[src/rtl/sample_drain.sv]
// Pops one posedge/negedge word pair from the sampler FIFOs and streams it out
// as a 9-byte tagged record (header, posedge word LSB first, negedge word LSB first).
module sample_drain #(
  parameter logic [3:0] HEADER_TAG  = 4'hA,
  parameter int         COUNT_WIDTH = 16
) (
  input  logic                   system_clock,
  input  logic                   clear,
  input  logic                   enable,
  input  logic [31:0]            sample_in,
  input  logic                   posedge_empty,
  input  logic                   negedge_empty,
  input  logic                   posedge_full,
  input  logic                   negedge_full,
  output logic                   posedge_read_enable,
  output logic                   negedge_read_enable,
  output logic [7:0]             byte_out,
  output logic                   byte_valid,
  input  logic                   byte_ready,
  output logic                   overflow,
  output logic                   busy,
  output logic [COUNT_WIDTH-1:0] record_count
);

  // Byte stream: a byte transfers on a cycle where byte_valid & byte_ready;
  // byte_out/byte_valid are registered and held unchanged until that happens.

  typedef enum logic [2:0] {IDLE, RD_POS, RD_NEG, CAP_NEG, SEND} state_t;

  state_t                 state_q;
  logic [31:0]            pos_q, neg_q;
  logic [3:0]             idx_q;
  logic [2:0]             seq_q;
  logic                   ovf_q, ovf_d;
  logic [COUNT_WIDTH-1:0] cnt_q;
  logic                   pos_re_q, neg_re_q, valid_q, busy_q;
  logic [7:0]             byte_q;
  logic                   full_seen, hs;

  function automatic logic [7:0] pick(input logic [3:0] idx, input logic [31:0] p,
                                      input logic [31:0] n);
    logic [7:0] b;
    b = 8'h00;
    case (idx)
      4'd1: b = p[7:0];
      4'd2: b = p[15:8];
      4'd3: b = p[23:16];
      4'd4: b = p[31:24];
      4'd5: b = n[7:0];
      4'd6: b = n[15:8];
      4'd7: b = n[23:16];
      4'd8: b = n[31:24];
      default: b = 8'h00;
    endcase
    return b;
  endfunction

  // A full seen in the header handshake cycle survives the clear.
  always_comb begin
    full_seen = posedge_full | negedge_full;
    hs        = valid_q & byte_ready;
    ovf_d     = ovf_q | full_seen;
    if (state_q == SEND && idx_q == 4'd0 && hs) ovf_d = full_seen;
  end

  always_ff @(posedge system_clock or posedge clear) begin
    if (clear) begin
      state_q  <= IDLE;
      pos_q    <= '0;
      neg_q    <= '0;
      idx_q    <= '0;
      seq_q    <= '0;
      ovf_q    <= 1'b0;
      cnt_q    <= '0;
      pos_re_q <= 1'b0;
      neg_re_q <= 1'b0;
      valid_q  <= 1'b0;
      busy_q   <= 1'b0;
      byte_q   <= 8'h00;
    end else begin
      ovf_q    <= ovf_d;
      pos_re_q <= 1'b0;
      neg_re_q <= 1'b0;
      case (state_q)
        IDLE: begin
          if (enable && !posedge_empty && !negedge_empty) begin
            state_q  <= RD_POS;
            pos_re_q <= 1'b1;
            busy_q   <= 1'b1;
          end
        end
        RD_POS: begin
          state_q  <= RD_NEG;
          neg_re_q <= 1'b1;
        end
        RD_NEG: begin
          pos_q   <= sample_in;
          state_q <= CAP_NEG;
        end
        CAP_NEG: begin
          // Header shows the flag as it stands when the record goes out.
          neg_q   <= sample_in;
          idx_q   <= 4'd0;
          byte_q  <= {HEADER_TAG, seq_q, ovf_d};
          valid_q <= 1'b1;
          state_q <= SEND;
        end
        SEND: begin
          if (hs) begin
            if (idx_q == 4'd8) begin
              seq_q   <= seq_q + 3'd1;
              cnt_q   <= cnt_q + COUNT_WIDTH'(1);
              valid_q <= 1'b0;
              byte_q  <= 8'h00;
              busy_q  <= 1'b0;
              state_q <= IDLE;
            end else begin
              idx_q  <= idx_q + 4'd1;
              byte_q <= pick(idx_q + 4'd1, pos_q, neg_q);
            end
          end
        end
        default: begin
          state_q <= IDLE;
          valid_q <= 1'b0;
          busy_q  <= 1'b0;
        end
      endcase
    end
  end

  assign posedge_read_enable = pos_re_q;
  assign negedge_read_enable = neg_re_q;
  assign byte_out            = byte_q;
  assign byte_valid          = valid_q;
  assign overflow            = ovf_q;
  assign busy                = busy_q;
  assign record_count        = cnt_q;

endmodule

[config.mk]
export PLATFORM = sky130hd
export DESIGN_NAME = sample_drain
export DESIGN_NICKNAME = d
export VERILOG_FILES = /design/src/rtl/sample_drain.sv
export SDC_FILE = /design/constraint.sdc
export NUM_CORES = 1
export LEC_CHECK = 0
export CAP_MARGIN = 20
export CORE_AREA = 10 10 112 114
export CTS_CLUSTER_DIAMETER = 100
export DETAILED_ROUTE_END_ITERATION = 10
export DIE_AREA = 0 0 122 124
export PLACE_DENSITY = 0.8
export SLEW_MARGIN = 10
export SYNTH_ARGS = -nofsm -noshare
export SYNTH_HDL_FRONTEND = slang
export SYNTH_SLANG_ARGS = --single-unit
[constraint.sdc]
create_clock -name system_clock -period 3.4 [get_ports system_clock]
set_input_delay 0.68 -clock system_clock [delete_from_list [all_inputs] [get_ports system_clock]]
set_output_delay 0.68 -clock system_clock [all_outputs]
set_load 0.05 [all_outputs]
==> flow_metrics.env <==
export IMPL_fmax_mhz=372
export IMPL_reg2reg_depth=7
export IMPL_wl_per_cell_um=18.2
export IMPL_status="finished clean"
export IMPL_dr_pass1_iters=5
export IMPL_cp_top_family="compound AO/OA/AOI/OAI gates"
export IMPL_synth_edff_count=0
export IMPL_hold_path_class="reg -> reg"
export IMPL_pre_cts_ws_ns=0.793
export IMPL_clk_insertion_delay_late_ns=0.38
export IMPL_p_leak_nw=2.63
export IMPL_r2r_end="byte_out[2]"
export IMPL_die_x_um=122
export IMPL_dp_hpwl_mm=8.91
export IMPL_diodes=0
export IMPL_placed_area_mm2=0.00585
export IMPL_path_buf_inv=0
export IMPL_multiInputGateArea_mm2=0.00232
export IMPL_grt_max_degree=78
export IMPL_end_kind="flop"
export IMPL_grt_pass1_vias=3906
export IMPL_ys_flop_type="dfrtp_1"
export IMPL_cp_slowest_cell="o21ai_1"
export IMPL_crit_path_start="idx_q[0]"
export IMPL_drt_wl_total_mm=12.7
export IMPL_register_area_mm2=0.00258
export IMPL_rr_startpoint="idx_q[0]"
export IMPL_synth_top_area_share_pct=50.6
export IMPL_via_per_inst=5.72
export IMPL_fin_ws_ns=0.711
export IMPL_holdPathEnd="neg_q[30]"
export IMPL_hold_buffers=0
export IMPL_io_buffers=68
export IMPL_ys_seq_elements=103
export IMPL_setup_viol=0
export IMPL_worst_slew_pin_slew_ns=0.817
export IMPL_drc_errors=0
export IMPL_drv_slew=0
export IMPL_synthArstFlopShare_pct=100
export IMPL_cts_resized=0
export IMPL_holdPathStages=2
export IMPL_cpPeakStageDelay_ns=0.65
export IMPL_netlist_instances=505
export IMPL_core_mm2=0.0102
export IMPL_final_cell_area_mm2=0.00606
export IMPL_max_slew_margin_rel_pct=45.2
export IMPL_cp_start_kind="flop"
export IMPL_synth_common_cells="nand2_1, dfrtp_1, mux2_2"
export IMPL_gp_congestion=0.897
export IMPL_ant_nets=0
export IMPL_crit_chain="ha_1 > nor2b_1 > a21oi_4 > o21ai_1 > a22oi_1 > a41o_1 > nand3_1"
export IMPL_grt_pass1_wl_mm=20.6
export IMPL_root_buffer="clkbuf_8"
export IMPL_drtIter0Drc=317
export IMPL_nets=605
export IMPL_setup_tns_ns=0
export IMPL_syn2layout_area_growth_pct=19.1
export IMPL_critPathKind="reg -> reg"
export IMPL_path_clk_slew_ns=0.11
export IMPL_critPathMaxFanout=13
export IMPL_fp_dieH_um=124
export IMPL_ir_worst_vdd_mv=0.371
export IMPL_grtUsageTotal_pct=17.0
export IMPL_dr_total_vias=3999
export IMPL_numClockSinks=103
export IMPL_syn_cell_area_mm2=0.00509
export IMPL_rows=37
export IMPL_rsz0062_at_grt="no"
export IMPL_grt_ovfl_total=0
export IMPL_synth_top_area_cell="dfrtp_1"
export IMPL_yosysMostFrequentCell="nand2_1"
export IMPL_postCtsSetupBuffers=0
export IMPL_synth_area_leaders="dfrtp_1, nand2_1, mux2_2"
export IMPL_maxCapViolations=0
export IMPL_clock_skew_ns=0.00782
export IMPL_h_tree_depth=3
export IMPL_fill_cells=852
export IMPL_cp_arrival_ns=3.01
export IMPL_period_needed_ns=2.69
export IMPL_floorplan_initialDensity_pct=49.7
export IMPL_r2r_slack_ns=0.71
export IMPL_yosysSeqAreaShare_pct=50.6
export IMPL_tritoncts="built"
export IMPL_hold_start="neg_q[30]"
export IMPL_synth_fp_nets=552
export IMPL_power_density_mw_per_mm2=809
export IMPL_ios=69
export IMPL_min_period_over_period_pct=79.1
export IMPL_antenna_found_initial=0
export IMPL_hold_viol=0
export IMPL_synth_area_per_cell_um2=10.1
export IMPL_drive_above_1_share_pct=13.9
export IMPL_ys_warn_count=0
export IMPL_synth_cell_type_count=58
export IMPL_numCtsBuffers=9
export IMPL_cp_data_required_time_ns=3.72
export IMPL_die_area_mm2=0.0151
export IMPL_cts_max_path_buffers=2
[per-layer routing]
metal  routed length [µm]  up-vias  GRT usage, %  share of wire (%)
met5                    0        -             0                  0
met4                  292        0          8.20                2.3
met3                  924       27          3.53                7.3
met2                 5890      168          26.6                 46
met1                 5630     1935          22.0                 44
li1                     -     1869             -                  -
[tightest hold or removal path, delay by kind of cell (launching register included)]
kind / cells / cell delay (ns)
DFF: 1 / 0.36
and+or+nand+nor: 2 / 0.10
[layout make-up]
| cell class | count | share of cell area (%) |
|---|---|---|
| tap | 136 | 2.81 |
| timing repair buffer | 73 | 12.1 |
| inverter | 13 | 0.846 |
| multi-input combinational | 358 | 38.3 |
| clock buffer | 10 | 2.27 |
| clock inverter | 6 | 1.24 |
| sequential | 103 | 42.5 |
[report_power, final]
| part | internal [mW] | switching, mW |
|---|---|---|
| clock | 0.373 | 0.461 |
| combinational | 0.818 | 1.13 |
| sequential | 1.70 | 0.427 |
[state kept, by name, summed over array words and instances, names as in the netlist]
signal / cells
busy: 1
byte_out: 8
byte_valid: 1
idx_q: 4
neg_q: 32
negedge_read_enable: 1
overflow: 1
pos_q: 32
posedge_read_enable: 1
record_count: 16
seq_q: 3
state_q: 3
[worst max-delay path by stage]
stage	endpoint	slack, ns	cells past startpoint
2_1_floorplan	busy	0.02	1
3_3_place_gp	byte_out[2]	0.83	7
3_5_place_dp	byte_out[6]	0.79	7
4_1_cts	byte_out[2]	0.76	7
5_1_grt	byte_out[6]	0.55	7
6_report	byte_out[2]	0.71	7
[placed cells by master (no fill, tap or decap), drive strengths merged, types with 3 or more instances in the layout]
| cell | instances |
|---|---|
| nand2b | 3 |
| dfrtp | 103 |
| mux2 | 34 |
| o21ai | 23 |
| ha | 7 |
| nor2b | 3 |
| clkdlybuf4s50 | 68 |
| clkbuf | 10 |
| xor2 | 4 |
| a21oi | 11 |
| o31ai | 4 |
| or2 | 3 |
| nand2 | 137 |
| a22oi | 6 |
| nor2 | 13 |
| inv | 16 |
| a31oi | 7 |
| buf | 5 |
| mux2i | 3 |
| nand3 | 17 |
| a222oi | 9 |
| nor3b | 4 |
| a221oi | 10 |
| xnor2 | 17 |
| a211o | 3 |
| and3 | 8 |
| nor3 | 7 |
[metrics by stage]
| step | util (%) | hold slack, ns | std cells | power, mW |
|---|---|---|---|---|
| 3_5_place_dp | 57.2 | 0.463 | 683 | 4.09 |
| 2_1_floorplan | - | 0.442 | 505 | 3.48 |
| 6_report | 59.2 | 0.489 | 699 | 4.90 |
| 4_1_cts | 59.2 | 0.486 | 699 | 4.91 |
| 3_3_place_gp | 57.2 | 0.458 | 683 | 3.99 |
| 5_1_grt | 59.2 | 0.501 | 699 | 5.21 |
[cell families after synthesis]
group	share of synthesized area, %
adders and majority gates	1.72
muxes	8.11
AOI/OAI and AO/OA	12.8
xor gates and xnor gates	3.61
DFF	50.6
and+or+nand+nor	19.1
buffers and inverters	3.98
Note: power is estimated with default switching activity, not from simulation.
